### config.mk
export PLATFORM = sky130hd
export DESIGN_NAME = channel_mixer
export DESIGN_NICKNAME = d
export VERILOG_FILES = /design/src/rtl/channel_mixer.sv
export SDC_FILE = /design/constraint.sdc
export NUM_CORES = 1
export LEC_CHECK = 0
export ABC_AREA = 1
export CAP_MARGIN = 20
export CORE_UTILIZATION = 51
export DETAILED_ROUTE_END_ITERATION = 6
export GPL_TIMING_DRIVEN = 0
export HOLD_SLACK_MARGIN = 0.06
export PLACE_DENSITY = 0.82
export SLEW_MARGIN = 20
export SYNTH_ARGS = -nofsm -noshare
export SYNTH_HDL_FRONTEND = slang
export SYNTH_SLANG_ARGS = --single-unit
### constraint.sdc
create_clock -name Clock -period 9.6 [get_ports Clock]
set_input_delay 1.92 -clock Clock [delete_from_list [all_inputs] [get_ports Clock]]
set_output_delay 1.92 -clock Clock [all_outputs]
set_load 0.02 [all_outputs]
### src/rtl/channel_mixer.sv
// Time-multiplexed mixer: one channel MAC per clock, per-channel gain, saturating output.
// A SampleTick snapshots all channel waveforms; the result appears NUM_CHANNELS+1 edges later.
module channel_mixer #(
   parameter int unsigned WAVE_DEPTH   = 8,
   parameter int unsigned NUM_CHANNELS = 4,
   parameter int unsigned GAIN_DEPTH   = 8,
   localparam int unsigned AddrW = (NUM_CHANNELS > 1) ? $clog2(NUM_CHANNELS) : 1
) (
   input  logic                               Clock,
   input  logic                               Reset,
   input  logic [NUM_CHANNELS*WAVE_DEPTH-1:0] Waveforms,
   input  logic                               SampleTick,
   input  logic                               GainWr,
   input  logic [AddrW-1:0]                   GainAddr,
   input  logic [GAIN_DEPTH-1:0]              GainData,
   output logic [WAVE_DEPTH-1:0]              MixOut,
   output logic                               MixValid,
   output logic                               Busy,
   output logic                               Saturated,
   output logic                               Overrun
);

   localparam int unsigned AccW = WAVE_DEPTH + GAIN_DEPTH + 1 + $clog2(NUM_CHANNELS);
   localparam logic [WAVE_DEPTH-1:0] Mid = WAVE_DEPTH'(1) << (WAVE_DEPTH - 1);
   localparam logic signed [AccW-1:0] SMax = AccW'((2 ** (WAVE_DEPTH - 1)) - 1);
   localparam logic signed [AccW-1:0] SMin = ~SMax;

   typedef enum logic [1:0] {StIdle, StAccum, StDone} state_e;

   state_e                  state_q, state_d;
   logic [WAVE_DEPTH-1:0]   snap_q [NUM_CHANNELS];
   logic [GAIN_DEPTH-1:0]   gain_q [NUM_CHANNELS];
   logic signed [AccW-1:0]  acc_q;
   logic [AddrW-1:0]        idx_q;

   logic signed [AccW-1:0]  centred, gain_s, product, shifted, clamped;
   logic                    last_idx, clamp_hit;

   // Datapath works at accumulator width; the true product never exceeds it.
   always_comb begin
      centred   = $signed(AccW'(snap_q[idx_q])) - $signed(AccW'(Mid));
      gain_s    = $signed(AccW'(gain_q[idx_q]));
      product   = centred * gain_s;
      shifted   = acc_q >>> GAIN_DEPTH;
      clamped   = shifted;
      clamp_hit = 1'b0;
      if (shifted > SMax) begin
         clamped   = SMax;
         clamp_hit = 1'b1;
      end else if (shifted < SMin) begin
         clamped   = SMin;
         clamp_hit = 1'b1;
      end
      last_idx = (idx_q == AddrW'(NUM_CHANNELS - 1));
   end

   always_comb begin
      state_d = state_q;
      unique case (state_q)
         StIdle:  if (SampleTick) state_d = StAccum;
         StAccum: if (last_idx) state_d = StDone;
         StDone:  state_d = StIdle;
         default: state_d = StIdle;
      endcase
   end

   always_ff @(posedge Clock or posedge Reset) begin
      if (Reset) state_q <= StIdle;
      else       state_q <= state_d;
   end

   always_ff @(posedge Clock or posedge Reset) begin
      if (Reset) begin
         for (int i = 0; i < int'(NUM_CHANNELS); i++) begin
            snap_q[i] <= '0;
            gain_q[i] <= '0;
         end
         acc_q     <= '0;
         idx_q     <= '0;
         MixOut    <= Mid;
         MixValid  <= 1'b0;
         Saturated <= 1'b0;
         Overrun   <= 1'b0;
      end else begin
         MixValid <= 1'b0;
         if (GainWr && (32'(GainAddr) < NUM_CHANNELS)) gain_q[GainAddr] <= GainData;
         if (SampleTick && (state_q != StIdle)) Overrun <= 1'b1;
         unique case (state_q)
            StIdle: begin
               if (SampleTick) begin
                  for (int i = 0; i < int'(NUM_CHANNELS); i++) begin
                     snap_q[i] <= Waveforms[i*WAVE_DEPTH +: WAVE_DEPTH];
                  end
                  acc_q <= '0;
                  idx_q <= '0;
               end
            end
            StAccum: begin
               acc_q <= acc_q + product;
               if (!last_idx) idx_q <= idx_q + AddrW'(1);
            end
            StDone: begin
               // Adding the midpoint to a value in [-Mid, Mid-1] is an MSB flip.
               MixOut    <= clamped[WAVE_DEPTH-1:0] ^ Mid;
               Saturated <= clamp_hit;
               MixValid  <= 1'b1;
            end
            default: ;
         endcase
      end
   end

   assign Busy = (state_q != StIdle);

endmodule

==> metrics.txt <==
CTS Sinks=98; max cap viols=0; drc violations=2; Mapped Avg Cell Area=8.19 um^2; violated checks=DRC; RSZ-0062 raised after global routing=false; die height=between 100 and 150 um; Clock Tree Buf Depth=2; post-route cell area=0.00882 mm^2; initial core utilization=52.6%; via count=6197; Vias/cell=between 5 and 6; Final Max Tran Viols=0; Die ar.=between 0.015 and 0.02 mm^2; Ports=58; slew of the pin with the lowest slew margin=0.693 ns; clock latency on the worst-skew pair=0.36 ns; syn_nets=around 1100; Required @ worst endpoint=9.85 ns; Core Area=0.0146 mm^2; Fin. Hold Viols=0; Tot GR Track Use=between 20% and 30%; ant diodes=0; placed insts=1182; largest net degree at the start of global routing=76; Area growth, synth to finish=14.6%; WHS Endpoint=snap_q[15]$_DFFE_PP0P_; Peak Freq=166 MHz; Final #Nets=1170; Detail Placement HPWL=12.8 mm; area of the multi-input gates=0.00441 mm^2; hold depth=2; top cells by area, synth=dfrtp_1 32%, fa_1 18%, nand2_1 14%, inv_1 7.8%, ha_1 7.2%; cts hold-fix bufs=0; Register Area=0.00245 mm^2; YS warnings=0; CTS tree=yes; wire per inst=13.5 um; CP arrival=6.25 ns; Routed WL=about 16 mm; Synth top area share=31.5%; FF-to-FF End=acc_q[18]$_DFFE_PP0P_; Final Setup Violations=0; sequential share of the synthesized area=31.9%; critical path fanouts, max=10; Hold Startpoint=snap_q[15]$_DFFE_PP0P_; row count=44; fin crit share=between 60% and 70%; first-pass GRT wire length=28.6 mm; Reg2Reg Depth=25; Period minus WS final=6.01 ns; Cells after Synth=940; kind of critical path=register to register; total gr overflow=0; Worst slew margin=around 54%; Reg2Reg Launch Point=idx_q[1]$_DFFE_PP0P_; DIE WIDTH=125 um; Setup Fix Bufs, Post-CTS=0; synthesized area=0.00770 mm^2; Clock Tree Root=clkbuf_16; GP Congestion=0.874; Yosys top cell by area=dfrtp_1; share of cells above drive strength 1=7.21%; CTS clk-pin slew, worst paths=~0.070 ns; fillers=1258; post-synthesis cell type count=37; number of global-route vias before repair=6372; H-tree depth=3; post-route ant nets=0; setup_tns=0 ns; Worst Skew=0.00897 ns; outcome=finished with violations; 1st-iter DRT viols=380; HP Class=register to register; r2r setup slk=3.59 ns; Cell Area, Placed=0.00853 mm^2; crit end category=register; initial antenna violation count=0; CTS Buf Count=9; # port buffers=57; CP startpoint kind=register; Non-Filler Instances=between 1000 and 1500; post-cts sizing count=0; First-pass DRT Iterations=7; post-synthesis register bit count=98
[Yosys cell counts]
cell / number
nand2_1: 279
inv_1: 160
dfrtp_1: 97
nor2_1: 82
fa_1: 71
o21ai_0: 66
ha_1: 44
a21oi_1: 32
nand3_1: 17
inv_2: 16
a32oi_2: 12
buf_2: 8
clkbuf_1: 8
nand3b_1: 6
buf_6: 5
nor2_2: 5
o22ai_1: 4
nor3_1: 3
xor2_1: 3
a22o_1: 2
buf_8: 2
nor2_4: 2
xnor2_1: 2
a21o_1: 1
a31oi_1: 1
a32oi_4: 1
clkinv_1: 1
dfstp_2: 1
inv_8: 1
nand2_2: 1
nand3_2: 1
o21ai_1: 1
o21ai_2: 1
o21bai_1: 1
o22a_1: 1
o22ai_4: 1
o31ai_1: 1
[area by class of cell]
class                           count  share of cell area (%)
Multi-Input combinational cell    641                    50.0
Sequential cell                    98                    27.8
Inverter                          178                    7.72
Timing Repair Buffer               58                    6.78
Clock buffer                       10                    2.71
Tap cell                          184                    2.61
Buffer                             23                    1.77
Clock inverter                      4                   0.581
[layer usage]
layer  share of wire [%]  global-route usage [%]  vias to the layer above
met3                 3.6                    3.48                       25
met1                  45                    28.8                     3011
met5                   0                       0                        -
met2                  49                    40.1                      136
li1                    -                       -                     3025
met4                 1.9                    8.97                        0
[metrics by stage]
stage | util, % | setup slack, ns | hold slack, ns
after CTS | 60.2 | 3.57 | 0.474
after floorplan | - | 4.24 | 0.437
after global routing | 60.2 | 3.18 | 0.497
after global placement | 58.0 | 3.66 | 0.454
final | 60.2 | 3.59 | 0.474
after detailed placement | 58.3 | 3.60 | 0.458
[cells by family (layout without fill, tap and decap cells)]
family | Yosys count | in the layout | share of synthesized area, %
simple gates | 396 | 396 | 20.4
flops | 98 | 98 | 31.9
fa+ha+maj | 115 | 115 | 25.6
xor+xnor | 5 | 5 | 0.569
buf+inv | 201 | 273 | 10.8
compound gates | 125 | 125 | 10.7
[sequential cells by signal, indices dropped and copies added (netlist names)]
name and cells:
gain_q 32, snap_q 32, acc_q 19, MixOut 8
idx_q 2, state_q 2, MixValid 1, Overrun 1
Saturated 1
[cell usage in the layout, fill, tap and decap left out, types with 3 or more instances in the layout]
cell and n:
a21oi_1 32, a32oi_2 12, buf_2 8, buf_6 5, clkbuf_1 8, clkbuf_16 9, clkdlybuf4s50_1 57, dfrtp_1 97
fa_1 71, ha_1 44, inv_1 159, inv_2 16, nand2_1 279, nand3_1 17, nand3b_1 6, nor2_1 82
nor2_2 5, nor3_1 3, o21ai_0 66, o22ai_1 4, xor2_1 3
[critical path: stages, from the launching register on]
cell and delay [ns]:
dfrtp_1 0.49, inv_1 0.12, buf_2 0.26, a21oi_1 0.09, a32oi_2 0.34, inv_2 0.11, nor2_1 0.24, fa_1 0.45
inv_1 0.26, fa_1 0.59, fa_1 0.58, inv_1 0.06, fa_1 0.52, inv_1 0.05, fa_1 0.49, inv_1 0.04
ha_1 0.34, nand2_1 0.11, nor2_1 0.19, inv_1 0.08, nor3_1 0.14, nand2_1 0.11, nand2_1 0.07, nand2_1 0.04
nand3_1 0.07, nand2_1 0.06
[how the worst max path moves through the flow]
stage | cells after the start | from | to
floorplan | 26 | idx_q[0]$_DFFE_PP0P_ | acc_q[18]$_DFFE_PP0P_
global route | 25 | idx_q[1]$_DFFE_PP0P_ | acc_q[18]$_DFFE_PP0P_
detailed placement | 25 | idx_q[1]$_DFFE_PP0P_ | acc_q[18]$_DFFE_PP0P_
finish | 25 | idx_q[1]$_DFFE_PP0P_ | acc_q[18]$_DFFE_PP0P_
CTS | 25 | idx_q[1]$_DFFE_PP0P_ | acc_q[18]$_DFFE_PP0P_
global placement | 2 | Reset | gain_q[27]$_DFFE_PP0P_
Power is left out: the tool's default activity adds up to more than one toggle a clock period on the data nets, which glitch-free logic cannot reach.
